==> config.mk <==
export PLATFORM = sky130hd
export DESIGN_NAME = data_mem_ctrl
export DESIGN_NICKNAME = d
export VERILOG_FILES = /design/src/rtl/data_mem_pkg.sv /design/src/rtl/mem_rr_arb.sv /design/src/rtl/data_mem_ctrl.sv
export SDC_FILE = /design/constraint.sdc
export NUM_CORES = 1
export LEC_CHECK = 0
export ABC_CLOCK_PERIOD_IN_PS = 7460
export CORE_MARGIN = 2
export CORE_UTILIZATION = 40
export DETAILED_ROUTE_END_ITERATION = 8
export DONT_BUFFER_PORTS = 1
export SLEW_MARGIN = 40
export SYNTH_ARGS = -nofsm -noshare
export SYNTH_HDL_FRONTEND = slang
export SYNTH_SLANG_ARGS = --single-unit
==> constraint.sdc <==
create_clock -name clk -period 7.46 [get_ports clk]
set_input_delay 1.119 -clock clk [delete_from_list [all_inputs] [get_ports clk]]
set_output_delay 1.119 -clock clk [all_outputs]
set_load 0.005 [all_outputs]
==> src/rtl/data_mem_pkg.sv <==
// data_mem_pkg: shared types and constants for the data memory controller
package data_mem_pkg;
    typedef enum logic [1:0] {IDLE, STROBE, GAP, DONE} state_t;
    typedef enum logic {REQ_PIPE, REQ_ACC} req_id_t;
    localparam int BEATS_WORD = 4;
    localparam int BEATS_BYTE = 1;
    localparam int BYTE_W = 8;
endpackage

==> src/rtl/mem_rr_arb.sv <==
// mem_rr_arb: two-input round-robin arbiter; pointer remembers the last grant
import data_mem_pkg::*;

module mem_rr_arb (
    input  logic    clk,
    input  logic    rst_n,
    input  logic    en,
    input  logic    req_p,
    input  logic    req_a,
    output logic    grant_valid,
    output req_id_t grant
);
    req_id_t last;

    assign grant_valid = req_p || req_a;
    assign grant = (req_p && req_a) ? ((last == REQ_PIPE) ? REQ_ACC : REQ_PIPE)
                                    : (req_a ? REQ_ACC : REQ_PIPE);

    always_ff @(posedge clk or negedge rst_n) begin
        if (!rst_n)
            last <= REQ_ACC;
        else if (en && grant_valid)
            last <= grant;
    end
endmodule

==> src/rtl/data_mem_ctrl.sv <==
// data_mem_ctrl: arbitrates two requesters and sequences byte-beat strobes into data_Mem
import data_mem_pkg::*;

module data_mem_ctrl #(
    parameter int N      = 32,
    parameter int ADDR_W = 13
) (
    input  logic         clk,
    input  logic         rst_n,
    input  logic         p_req,
    input  logic         p_we,
    input  logic         p_byte,
    input  logic [N-1:0] p_addr,
    input  logic [N-1:0] p_wdata,
    output logic [N-1:0] p_rdata,
    output logic         p_done,
    input  logic         a_req,
    input  logic         a_we,
    input  logic         a_byte,
    input  logic [N-1:0] a_addr,
    input  logic [N-1:0] a_wdata,
    output logic [N-1:0] a_rdata,
    output logic         a_done,
    output logic [N-1:0] mem_addr,
    output logic [N-1:0] mem_wdata,
    input  logic [N-1:0] mem_rdata,
    output logic         mem_re,
    output logic         mem_we,
    output logic         mem_isbyte
);
    state_t              state, state_next;
    req_id_t             grant, id_q;
    logic                grant_valid, start;
    logic [1:0]          beat, last_beat, nb;
    logic                we_q, byte_q, wflag;
    logic [ADDR_W-1:0]   addr_q, base, beat_addr;
    logic [N-1:0]        wdata_q, wsrc, buf_q, buf_next, rdata_out;
    logic                sel_we, sel_byte;
    logic [N-1:0]        sel_addr, sel_wdata;
    logic                re_d, we_d, isbyte_d, p_done_d, a_done_d;
    logic [N-1:0]        addr_d, wdata_d, p_rdata_d, a_rdata_d;
    logic                unused_bits;

    assign unused_bits = ^{mem_rdata[N-1:BYTE_W], sel_addr[N-1:ADDR_W]};

    mem_rr_arb u_arb (
        .clk         (clk),
        .rst_n       (rst_n),
        .en          (start),
        .req_p       (p_req),
        .req_a       (a_req),
        .grant_valid (grant_valid),
        .grant       (grant)
    );

    assign start     = (state == IDLE) && grant_valid;
    assign sel_we    = (grant == REQ_ACC) ? a_we    : p_we;
    assign sel_byte  = (grant == REQ_ACC) ? a_byte  : p_byte;
    assign sel_addr  = (grant == REQ_ACC) ? a_addr  : p_addr;
    assign sel_wdata = (grant == REQ_ACC) ? a_wdata : p_wdata;

    always_ff @(posedge clk or negedge rst_n) begin
        if (!rst_n)
            state <= IDLE;
        else
            state <= state_next;
    end

    always_comb begin
        state_next = state;
        case (state)
            IDLE:    state_next = grant_valid ? STROBE : IDLE;
            STROBE:  state_next = GAP;
            GAP:     state_next = (beat == last_beat) ? DONE : STROBE;
            default: state_next = IDLE;
        endcase
    end

    // Next beat's address/lane come from the request itself on grant, else from the latched copy
    always_comb begin
        nb        = start ? 2'd0 : beat + 2'd1;
        base      = start ? sel_addr[ADDR_W-1:0] : addr_q;
        wsrc      = start ? sel_wdata : wdata_q;
        wflag     = start ? sel_we : we_q;
        beat_addr = base + ADDR_W'(nb);
        buf_next  = buf_q;
        if (state == GAP && !we_q)
            buf_next[BYTE_W*beat +: BYTE_W] = mem_rdata[BYTE_W-1:0];
        rdata_out = byte_q ? {{(N-BYTE_W){1'b0}}, buf_next[BYTE_W-1:0]} : buf_next;
    end

    always_ff @(posedge clk or negedge rst_n) begin
        if (!rst_n) begin
            beat      <= 2'd0;
            last_beat <= 2'd0;
            we_q      <= 1'b0;
            byte_q    <= 1'b0;
            id_q      <= REQ_PIPE;
            addr_q    <= '0;
            wdata_q   <= '0;
            buf_q     <= '0;
        end else if (start) begin
            beat      <= 2'd0;
            last_beat <= sel_byte ? 2'(BEATS_BYTE - 1) : 2'(BEATS_WORD - 1);
            we_q      <= sel_we;
            byte_q    <= sel_byte;
            id_q      <= grant;
            addr_q    <= sel_addr[ADDR_W-1:0];
            wdata_q   <= sel_wdata;
        end else if (state == GAP) begin
            buf_q     <= buf_next;
            beat      <= (beat == last_beat) ? beat : beat + 2'd1;
        end
    end

    // Outputs are computed for the state being entered, then registered
    always_comb begin
        re_d      = 1'b0;
        we_d      = 1'b0;
        addr_d    = mem_addr;
        wdata_d   = mem_wdata;
        isbyte_d  = mem_isbyte;
        p_done_d  = 1'b0;
        a_done_d  = 1'b0;
        p_rdata_d = p_rdata;
        a_rdata_d = a_rdata;
        if (state_next == STROBE) begin
            re_d     = !wflag;
            we_d     = wflag;
            addr_d   = {{(N-ADDR_W){1'b0}}, beat_addr};
            wdata_d  = {{(N-BYTE_W){1'b0}}, wsrc[BYTE_W*nb +: BYTE_W]};
            isbyte_d = start ? sel_byte : byte_q;
        end
        if (state_next == DONE) begin
            p_done_d  = (id_q == REQ_PIPE);
            a_done_d  = (id_q == REQ_ACC);
            p_rdata_d = (id_q == REQ_PIPE) ? rdata_out : p_rdata;
            a_rdata_d = (id_q == REQ_ACC) ? rdata_out : a_rdata;
        end
    end

    always_ff @(posedge clk or negedge rst_n) begin
        if (!rst_n) begin
            mem_re     <= 1'b0;
            mem_we     <= 1'b0;
            mem_addr   <= '0;
            mem_wdata  <= '0;
            mem_isbyte <= 1'b0;
            p_done     <= 1'b0;
            a_done     <= 1'b0;
            p_rdata    <= '0;
            a_rdata    <= '0;
        end else begin
            mem_re     <= re_d;
            mem_we     <= we_d;
            mem_addr   <= addr_d;
            mem_wdata  <= wdata_d;
            mem_isbyte <= isbyte_d;
            p_done     <= p_done_d;
            a_done     <= a_done_d;
            p_rdata    <= p_rdata_d;
            a_rdata    <= a_rdata_d;
        end
    end
endmodule
==> results.ini <==
[die]
die_w_um = 147
core-area_um2 = 20100
num_io_pins = 301
row_count = 52
die-area_um2 = 21500
die_h_um = 147
initial_core_util_pct = 40.5

[setup_path]
path_cells = nor2_1 > or3_1 > buf_4 > nand2_1 > clkinv_1 > ha_1 > a21oi_1 > a211oi_2 > nand4_1 > or4_1 > nand3_1
cp-start-kind = input port
arrival_ns = 4.47
r2r-start = state[0]
worstRegToRegCells = 10
crit_start = a_req
cp-end-kind = flip-flop
cp_max_fo = 50
max_stage_delay_ns = 0.63
required_ns = 7.82
slowest_stage = nand2_1
critPathKind = input port to flip-flop

[clocking]
postCtsSetupRepairBufs = 0
cts_tree = yes
cts.root.buffer_cell = clkbuf_16
cts_buffers = 17
clkSlewWorstSetupHoldPaths_ns = 0.07
worstSkewPairLatency_ns = 0.43
cts.sinks = 176
h-tree-depth = 4
cts_buffer_depth = 2
cts_resized = 0
cts_hold_buf = 0

[power_and_ir_drop]
powerDensity_nw_per_um2 = 434
internal-power_mw = 2.34
power_frac_clock_pct = 22.8
p_leak_nw = 4.04
switchingPower_mw = 1.48
ir_drop_uv = 189
p_comb_share_pct = 33.6
switching_share_pct = 38.7
p_seq_share_pct = 43.6

[final_layout]
fill_cells = 1916
nets = 935
diodes = 0
multi_input_area_um2 = 3360
drive_gt1_share_pct = 15.4
regArea_um2 = 4410
final_cell_count_no_fill = 1042
syn_to_final_growth_pct = 7.99

[sta]
rsz0062_at_grt = false
slew_violations = 0
hold_viol = 0
fmax_ghz = 0.243
fin_skew_ns = 0.0154
min_period_ns = 4.12
timing.final.crit_share_pct = 55.2
timing.setup.tns_ns = 0
maxSlewHeadroom_pct = 49.4
worst_pin_slew_ns = 0.758
setup_violations = 0

[drt]
drt-pass1-iter-count = 4
drt.antenna.violating_nets = 0
routedWlPerCell_um = 17.7
remaining_drc_errors = 0
vias_per_cell = 5.17
wirelength_mm = 18.5
drt-initial-drc-count = 341
via_count = 5382

[flow_run]
max_cap_violations = 0

[synth]
netlist_area_um2 = 8150
synth_area_leaders = dfrtp_1 (54%), mux2_2 (8.7%), nand2_1 (6.2%)
synth_top_cell_by_area = dfrtp_1
synth.yosys.seq_area_share_pct = 54.1
synth-seq-cells = 176
dominantRegCellSynth = dfrtp_1
synth_edf_count = 0
yosysUniqueCellTypes = 49
postSynthAreaPerCell_um2 = 10.5
synth_top_area_share_pct = 53.8
netlist_instances = 776
ys_warn_count = 0
synthArstFlopShare_pct = 100

[global_route]
antenna_found_initial = 0
gr-total-overflow = 0
track_usage_pct = 17.2
grt_pass1_wl_mm = 28.9
grt_max_degree = 177
grt_pass1_vias = 5099

[status]
status = finished clean

[placed_design]
port_buffers = 0
hpwlAfterDp_mm = 12.9
dpl.cell_count = 1010
place_congestion = 0.771

[min_path]
hp-class = input port to asynchronous set/reset pin

## synth_stat cells, types with 2 or more instances
master    number
xor2_1         3
inv_1         14
or4_1          2
and2_1         6
ha_1           7
mux2_1         4
nor3_1         4
mux2i_1       26
nand4_1       11
xnor2_1        3
buf_4         46
o21ai_0       45
a21oi_1       50
buf_1          2
mux2_2        63
a21o_1         2
nand2_1      135
mux2_4         3
o311ai_0       7
buf_2         15
nor3b_1        3
dfrtp_1      175
clkbuf_1      21
a211oi_1      17
nand3_1       29
a31oi_1       13
and3_1         8
a211oi_2       2
or3_1          5
nor2_1        35
a22oi_1        2
## cells in the final DEF, fill, tap and decap left out, types with 2 or more instances in the layout
| cell | count |
|---|---|
| dfrtp_1 | 174 |
| nand2_1 | 135 |
| mux2_2 | 63 |
| a21oi_1 | 50 |
| o21ai_0 | 45 |
| conb_1 | 43 |
| nor2_1 | 35 |
| nand3_1 | 29 |
| mux2i_1 | 26 |
| a211oi_1 | 17 |
| clkbuf_16 | 17 |
| inv_1 | 14 |
| a31oi_1 | 13 |
| nand4_1 | 11 |
| and3_1 | 8 |
| o311ai_0 | 7 |
| ha_1 | 7 |
| buf_4 | 7 |
| and2_1 | 6 |
| inv_8 | 5 |
| or3_1 | 4 |
| mux2_1 | 4 |
| mux2_4 | 3 |
| nor3_2 | 3 |
| xor2_1 | 3 |
| xnor2_1 | 3 |
| a21o_1 | 2 |
| a211oi_2 | 2 |
| nor3b_1 | 2 |
| or4_1 | 2 |
| a22oi_1 | 2 |
| clkinv_4 | 2 |
| inv_6 | 2 |
| clkinvlp_4 | 2 |
| clkinv_8 | 2 |
## area by class of cell
type                    count  area share, %
clock buffers              18           4.99
clock inverters            14           1.64
inverters                  16          0.683
multi-input cells         541           38.2
flip-flops and latches    176           50.1
well taps                 270           3.84
repair buffers              7          0.597
## logic make-up (layout without fill, tap and decap cells)
family	after synthesis	count (layout)	synth area share, %
adders and majority gates	8	8	1.32
AOI/OAI and AO/OA	145	145	10.5
xor gates and xnor gates	6	6	0.645
DFF	176	176	54.1
buffers and inverters	101	55	7.10
and+or+nand+nor	243	243	13.3
other	1	43	0.0460
muxes	96	96	13.0
## per-stage QoR
step                      util (%)  cell area, um^2  setup WS (ns)  total power [mW]  hold WS [ns]
after floorplan                  -             8300           3.34              2.63         0.433
after global placement        40.8             8200           2.89              2.94         0.442
after detailed placement      40.8             8210           2.90              2.99         0.451
after CTS                     43.7             8790           3.35              3.88         0.366
after global routing          43.8             8800           3.10              4.12         0.366
final                         43.8             8800           3.34              3.82         0.400
## worst paths after layout
path / slack [ns] / to
setup / recovery: 3.34 / mem_addr[11]
hold / removal: 0.40 / p_done
setup reg to reg: 3.52 / mem_addr[11]
hold reg to reg: 0.46 / buf_q[18]
max in group asynchronous: 6.76 / u_arb.last
min in group clk: 0.46 / buf_q[18]
## worst max-delay path, delay by kind of cell
kind                     cells  cell delay, ns
adder cells (fa/ha/maj)      1            0.42
AND/OR/NAND/NOR              6            1.78
buffers and inverters        2            0.76
AO/OA/AOI/OAI                2            0.38
## sequential cells by signal (all words and copies together), names as in the netlist, 2 cells and up
name,count
a_rdata,32
buf_q,32
p_rdata,32
wdata_q,32
addr_q,13
mem_addr,13
mem_wdata,8
beat,2
state,2
## power by group through the flow
stage	Sequential (mW)	Combinational [mW]	Clock, mW
global route	1.72	1.46	0.938
finish	1.67	1.28	0.871
CTS	1.68	1.30	0.901
detailed placement	1.69	1.30	0
global placement	1.68	1.26	0
floorplan	1.57	1.06	0
## routing by layer
layer,vias up,wire (um),global-route usage (%)
li1,2570,-,-
met1,2614,8060,22.4
met2,185,8860,28.0
met3,13,1340,5.40
met4,0,197,4.85
met5,-,0,0
(Power assumes the default switching activity.)
